`src/rtl/nn_pkg.sv`:
```
// Shared constants and types for the layer-multiplexed neuron pipeline.
// Also used by output_aggregator, so lane counts and widths live here.
package nn_pkg;

  localparam int NEURONS    = 6;
  localparam int OUT_WIDTH  = 8;
  localparam int NUM_LAYERS = 3;
  localparam int LAYER_BITS = 2;
  localparam int VEC_W      = NEURONS * OUT_WIDTH;

  localparam logic [NEURONS-1:0]    ALL_VALID  = {NEURONS{1'b1}};
  localparam logic [LAYER_BITS-1:0] LAST_LAYER = LAYER_BITS'(NUM_LAYERS - 1);

  typedef enum logic [2:0] {
    ST_IDLE  = 3'd0,
    ST_START = 3'd1,
    ST_WAIT  = 3'd2,
    ST_DONE  = 3'd3,
    ST_ERR   = 3'd4
  } state_e;

endpackage

```
`src/rtl/watchdog_timer.sv`:
```
// Stall watchdog: counts enabled cycles after a clear and reports when the
// count reaches TIMEOUT. The count saturates there so it never wraps.
module watchdog_timer #(
  parameter int TIMEOUT      = 1023,
  parameter int TIMEOUT_BITS = 10
) (
  input  logic clk,
  input  logic rst_n,
  input  logic clear,
  input  logic enable,
  output logic expired
);

  localparam logic [TIMEOUT_BITS-1:0] LIMIT = TIMEOUT_BITS'(TIMEOUT);

  logic [TIMEOUT_BITS-1:0] count;

  always_ff @(posedge clk or negedge rst_n) begin
    if (!rst_n) begin
      count <= '0;
    end else if (clear) begin
      count <= '0;
    end else if (enable && !expired) begin
      count <= count + TIMEOUT_BITS'(1);
    end
  end

  assign expired = (count == LIMIT);

endmodule

```
`src/rtl/layer_sequencer.sv`:
```
// Replays each layer's aggregated outputs as the next layer's inputs for
// NUM_LAYERS passes, then offers the final vector to a consumer.
module layer_sequencer
  import nn_pkg::*;
#(
  parameter int TIMEOUT      = 1023,
  parameter int TIMEOUT_BITS = 10
) (
  input  logic                  clk,
  input  logic                  rst,
  input  logic                  net_start,
  input  logic [VEC_W-1:0]      net_inputs,
  input  logic [NEURONS-1:0]    agg_valid,
  input  logic [VEC_W-1:0]      agg_values,
  output logic                  layer_start,
  output logic [VEC_W-1:0]      layer_inputs,
  output logic [LAYER_BITS-1:0] layer_index,
  output logic                  busy,
  output logic                  result_valid,
  output logic [VEC_W-1:0]      result_values,
  input  logic                  result_ready,
  output logic                  error,
  output state_e                state_dbg
);

  state_e           state;
  logic [VEC_W-1:0] buffer;
  logic             all_valid;
  logic             wd_clear;
  logic             wd_enable;
  logic             wd_expired;

  assign all_valid = (agg_valid == ALL_VALID);
  assign wd_clear  = (state == ST_START);
  assign wd_enable = (state == ST_WAIT) && !all_valid;

  watchdog_timer #(
    .TIMEOUT      (TIMEOUT),
    .TIMEOUT_BITS (TIMEOUT_BITS)
  ) u_watchdog (
    .clk     (clk),
    .rst_n   (rst),
    .clear   (wd_clear),
    .enable  (wd_enable),
    .expired (wd_expired)
  );

  // Result handshake: result_valid rises on DONE entry and result_values is
  // held until the cycle result_valid && result_ready, which ends the transfer.
  always_ff @(posedge clk or negedge rst) begin
    if (!rst) begin
      state        <= ST_IDLE;
      buffer       <= '0;
      layer_index  <= '0;
      layer_start  <= 1'b0;
      busy         <= 1'b0;
      result_valid <= 1'b0;
      error        <= 1'b0;
    end else begin
      layer_start <= 1'b0;
      case (state)
        ST_IDLE, ST_ERR: begin
          if (net_start) begin
            buffer      <= net_inputs;
            layer_index <= '0;
            error       <= 1'b0;
            layer_start <= 1'b1;
            busy        <= 1'b1;
            state       <= ST_START;
          end
        end
        ST_START: begin
          state <= ST_WAIT;
        end
        ST_WAIT: begin
          if (all_valid) begin
            buffer <= agg_values;
            if (layer_index == LAST_LAYER) begin
              busy         <= 1'b0;
              result_valid <= 1'b1;
              state        <= ST_DONE;
            end else begin
              layer_index <= layer_index + LAYER_BITS'(1);
              layer_start <= 1'b1;
              state       <= ST_START;
            end
          end else if (wd_expired) begin
            error <= 1'b1;
            busy  <= 1'b0;
            state <= ST_ERR;
          end
        end
        ST_DONE: begin
          if (result_ready) begin
            result_valid <= 1'b0;
            state        <= ST_IDLE;
          end
        end
        default: begin
          busy         <= 1'b0;
          result_valid <= 1'b0;
          state        <= ST_IDLE;
        end
      endcase
    end
  end

  assign layer_inputs  = buffer;
  assign result_values = buffer;
  assign state_dbg     = state;

endmodule

```
`config.mk`:
```
export PLATFORM = sky130hd
export DESIGN_NAME = layer_sequencer
export DESIGN_NICKNAME = d
export VERILOG_FILES = /design/src/rtl/nn_pkg.sv /design/src/rtl/watchdog_timer.sv /design/src/rtl/layer_sequencer.sv
export SDC_FILE = /design/constraint.sdc
export NUM_CORES = 1
export LEC_CHECK = 0
export CAP_MARGIN = 20
export CORE_UTILIZATION = 38
export CTS_CLUSTER_SIZE = 25
export DETAILED_ROUTE_END_ITERATION = 7
export PLACE_DENSITY = 0.81
export SLEW_MARGIN = 0
export SYNTH_ARGS = -nofsm -noshare
export SYNTH_HDL_FRONTEND = slang
export SYNTH_SLANG_ARGS = --single-unit
export TNS_END_PERCENT = 10
```
`constraint.sdc`:
```
create_clock -name clk -period 2.25 [get_ports clk]
set_input_delay 0.225 -clock clk [delete_from_list [all_inputs] [get_ports clk]]
set_output_delay 0.225 -clock clk [all_outputs]
set_load 0.005 [all_outputs]
```
# Word level (Yosys, flattened, before mapping)
# Cells that the tools add are included.
[classes] n_addsub=2 eq_ne=16 n_mux=32 bitwise=2 reduce_logical=16
[op_table] cell="48-bit 2-to-1 mux" count=2
[op_table] cell="48-bit case mux with 2 select lines" count=1
[op_table] cell="10-bit 2-to-1 mux" count=2
[op_table] cell="4-bit AND reduction" count=4
[op_table] cell="1-bit 2-to-1 mux" count=13
[op_table] cell="3-bit 2-to-1 mux" count=4
[op_table] cell="3-bit case mux with 4 select lines" count=1
[op_table] cell="10-bit by 1-bit adder with 10-bit output (second input constant)" count=1
[op_table] cell="10-bit equality test (second input constant)" count=1
[op_table] cell="2-bit != test (second input constant)" count=5
[op_table] cell="2-bit 2-to-1 mux" count=4
[op_table] cell="3-bit by 2-bit equality test with 1-bit output (second input constant)" count=2
[op_table] cell="6-bit equality test (second input constant)" count=1
[op_table] cell="3-bit by 2-bit != test with 1-bit output (second input constant)" count=2
[op_table] cell="1-bit case mux with 3 select lines" count=2
[op_table] cell="3-bit AND reduction" count=2
[op_table] cell="2-bit by 1-bit != test with 1-bit output (second input constant)" count=2
[op_table] cell="1-bit case mux with 2 select lines" count=2
[op_table] cell="2-bit case mux with 2 select lines" count=1
[op_table] cell="2-bit nonzero test" count=2
[op_table] cell="2-bit OR reduction" count=2
[op_table] cell="3-bit by 1-bit equality test with 1-bit output (second input constant)" count=1
[op_table] cell="3-bit equality test (second input constant)" count=1
[op_table] cell="3-bit zero test" count=1
[op_table] cell="other kinds (6)" count=9
[word_totals] regBits=67 inputBits=106 out_inout_bits=105

# Logic depth before layout (Yosys ltp)
[logic_depth] ltp_word=6 depth_mapped=7

# Hierarchy
# From an unflattened synthesis, not the netlist that was laid out.
[unflattened] hier_cells=322 area_unflattened_um2=3612.2
[modules_own_cells] module="layer_sequencer" n_inst=1 cells_per_inst=266 area_per_inst_um2=3046.7 seq_area_each_um2=1426.4
[modules_own_cells] module="watchdog_timer" n_inst=1 cells_per_inst=56 area_per_inst_um2=565.5 seq_area_each_um2=250.2

# Worst setup path before layout
# No wires, ideal clock.
[synth_path] kind="register to register" from="reg state[2] (netlist: state_dbg[2])" to="reg buffer[15] (netlist: layer_inputs[15])" arrival_time_ns=1.798 required_ns=2.123 path_slack_ns=0.325 stages_incl_launch_ff=8 n_path_buf=4 period_less_slack_ns=1.925 cell_sequence="dfrtp_1 buf_2 or3b_1 buf_2 o31ai_4 buf_2 buf_4 a31oi_1"
[synth_via] elab_chain_len=4
[synth_rtl] element="start, declared" line="layer_sequencer.sv:26" source="state_e state;"
[synth_rtl] element="start signal, assigned" line="layer_sequencer.sv:52" source="state <= ST_IDLE;"
[synth_rtl] element="start signal, assigned" line="layer_sequencer.sv:69" source="state <= ST_START;"
[synth_rtl] element="start signal, assigned" line="layer_sequencer.sv:73" source="state <= ST_WAIT;"
[synth_rtl] element="3-bit equality test / 3-bit zero test (equally long branches)" line="layer_sequencer.sv:61" source="case (state)"
[synth_rtl] element="2-bit OR reduction" line="layer_sequencer.sv:61"
[synth_rtl] element="2-bit != test (no source line) / 2-bit nonzero test (equally long branches)"
[synth_rtl] element="3-bit AND reduction (no source line)"
[synth_rtl] element="end signal, assigned" line="layer_sequencer.sv:64" source="buffer <= net_inputs;"
[synth_rtl] element="end signal, assigned" line="layer_sequencer.sv:77" source="buffer <= agg_values;"
[synth_rtl] element="end, declared" line="layer_sequencer.sv:27" source="logic [VEC_W-1:0] buffer;"
# Several ways; a longest one is shown, not always the timed one.
# A chain may end at the register's enable or synchronous reset.

# Final worst setup path
[layout_path] from="reg state[2] (netlist: state_dbg[2])" to="reg buffer[17] (netlist: layer_inputs[17])"
# Same word-level chain as after synthesis.

==> metrics.txt <==
FF-to-FF setup slack=between 0.15 and 0.2 ns; Post-Syn Instances=421; CP Class=register to register; # H-tree levels=3; crit path launch type=register; initial antenna violation count=0; minimum clock period=approximately 2.1 ns; fraction of power consumed by the clock network=0.150; chip width=about 100 µm; via count=3,522; clock root buffer master=clkbuf_8; routed wl met3=633 µm; P_leak=2.33 nW; initial detailed-routing violation count=roughly 140; via/cell ratio=roughly 5.1; EDFF count, synth=0; met2 wire length=between 5000 and 6000 µm; Starting Density=0.401; post-synthesis sequential area ratio=0.470; worst reg2reg path depth=5; CTS Sinks=67; Peak VDD IR=roughly 0.74 mV; Layout area overhead=58.7%; Cells on Worst Hold Path=3; Synth Warn #=0; Yosys reg bits=67; num ports=between 200 and 250; Top Layer Used=met4; M1 wire length=4360 µm; drt drc=0; unrepaired setup endpoints after global routing=false; Psw=0.00253 W; pre-CTS setup slack=0.186 ns; Finish-stage setup viols=0; Hold Path Class=input pin to register; max_cap viols=0; part of the cycle the worst path needs=0.925; Final Hold Fails=0; setup bufs post-CTS=0; syn avg cell area=~8.5 µm²; Die Area=a little under 0.01 mm²; share of post-route cells with drive strength above 1=0.0548; Worst-Margin Slew=around 0.75 ns; P per Cell Area=1260 mW/mm²; clock slew seen by the registers of the worst setup and hold paths=roughly 0.080 ns; Core Region=between 0.008 and 0.009 mm²; DPL Wire Length=about 7800 µm; antenna-violating nets left=0; f_max=between 0.4 and 0.5 GHz; ys async rst share=1.00; wire per inst=between 10 and 15 µm; relative slew slack=0.497; post-CTS sizing=0; status=finished clean; first-pass GRT wire length=approximately 17,000 µm; reg2reg end=layer_inputs[17]$_DFFE_PN0P_; Reg-to-Reg Start=state_dbg[2]$_DFFE_PN0P_; Comb power frac=0.548; Net Sw Frac=0.354; total CTS buffers=9; Slew Limit Fails=0; later-pin clock latency in the skew report=approximately 0.33 ns; routability congestion estimate=0.851; fin cells=692; crit path max fanout=51; CP Capture Type=register; final net count=roughly 690; min-delay src=net_inputs[8]; TritonCTS clock tree=built; commonest non-fill, non-tap cell in the layout=clkdlybuf4s50_1; pin count of the biggest net entering global routing=between 50 and 60; Hold Buf Count CTS=1; synth unique cells=39; Hold Path End=layer_inputs[8]$_DFFE_PN0P_; CP arrival=approximately 2.3 ns; All-Layer GR Usage=0.217; Detailed Route WL=~10,000 µm; Diodes inserted=0; hold slack=about 0.45 ns; drt pass-1 iters=4; Setup Skew=0.00812 ns; Reg power frac=0.302; GRT overflow=0; predominant post-synthesis flop cell=dfrtp_1; row count=34; commonest non-fill, non-tap cells in the layout=209 x clkdlybuf4s50_1, 112 x nand2_1, 67 x dfrtp_1; Internal=approximately 0.0046 W; CP required=2.48 ns; Setup TNS=0 ns; IO Port Bufs=210; DIE HEIGHT=a little under 100 µm; setup slack after layout=between 0.15 and 0.2 ns; vias in the first global route=roughly 3,500; post-synthesis cell area=approximately 0.0036 mm²; CTS Buffer Depth=2; syn nets=529; Cells after DPL=between 600 and 700
==> worst max-delay path by stage <==
stage | from | depth (start not counted) | endpoint | slack (ns)
detailed placement | state_dbg[2]$_DFFE_PN0P_ | 5 | layer_inputs[17]$_DFFE_PN0P_ | 0.19
finish | state_dbg[2]$_DFFE_PN0P_ | 5 | layer_inputs[17]$_DFFE_PN0P_ | 0.17
floorplan | state_dbg[2]$_DFFE_PN0P_ | 7 | layer_inputs[15]$_DFFE_PN0P_ | 0.32
global route | state_dbg[2]$_DFFE_PN0P_ | 5 | layer_index[0]$_DFFE_PN0P_ | 0.06
CTS | state_dbg[2]$_DFFE_PN0P_ | 5 | layer_inputs[17]$_DFFE_PN0P_ | 0.16
global placement | state_dbg[2]$_DFFE_PN0P_ | 5 | layer_index[1]$_DFFE_PN0P_ | 0.24
==> final cells by class <==
cell class	instances	area, µm²
clock buffers	11	131
clock inverters	5	77.6
fillers	770	3230
inverters	4	15.0
multi-input cells	275	1400
flip-flops and latches	67	1680
well taps	108	135
repair buffers	222	2230
==> metal layers <==
metal  up-vias  track usage
li1       1699            -
met4         0       0.0540
met1      1661        0.271
met3        16       0.0475
met5         -            0
met2       146        0.381
==> power by group through the flow <==
stage	clock network (W)	logic, W	registers (W)
finish	0.00107	0.00393	0.00216
global route	0.00116	0.00429	0.00225
CTS	0.00110	0.00397	0.00217
detailed placement	0	0.00396	0.00218
global placement	0	0.00386	0.00215
floorplan	0	0.00211	0.00213
==> Yosys cell counts, types with 3 or more instances <==
cell,instances,area share
o21ai_0,4,0.0056
inv_1,4,0.0042
clkbuf_1,15,0.016
o22ai_1,3,0.0053
nor3_1,4,0.0056
nand2_1,112,0.12
dfrtp_1,67,0.47
buf_2,9,0.013
a21oi_1,6,0.0084
mux2i_1,7,0.020
nand3_1,5,0.0070
nor2_1,51,0.054
buf_4,51,0.11
a31oi_1,48,0.084
nand4_1,3,0.0053
==> flip-flops by register name (all words and copies together) (netlist names) <==
signal,flops
layer_index,2
error,1
result_valid,1
busy,1
layer_inputs,48
u_watchdog.count,10
state_dbg,3
layer_start,1
==> critical path, cell delays in order (launching register included) <==
cell     delay, ns
dfrtp_1       0.51
or3b_2        0.57
o31ai_4       0.37
buf_12        0.26
nor2_1        0.07
a31oi_1       0.18
==> cell families after synthesis <==
| family | share of synthesized area |
|---|---|
| simple gates | 0.228 |
| compound gates | 0.136 |
| fa+ha+maj | 0.00701 |
| flops | 0.470 |
| buf+inv | 0.140 |
| mux | 0.0196 |
==> through the flow <==
step | util | power (W) | instance area (µm²)
floorplan | - | 0.00424 | 3570
global placement | 0.612 | 0.00601 | 5440
detailed placement | 0.612 | 0.00614 | 5440
CTS | 0.637 | 0.00724 | 5660
global route | 0.637 | 0.00770 | 5660
finish | 0.637 | 0.00716 | 5660
(Power assumes the default switching activity.)
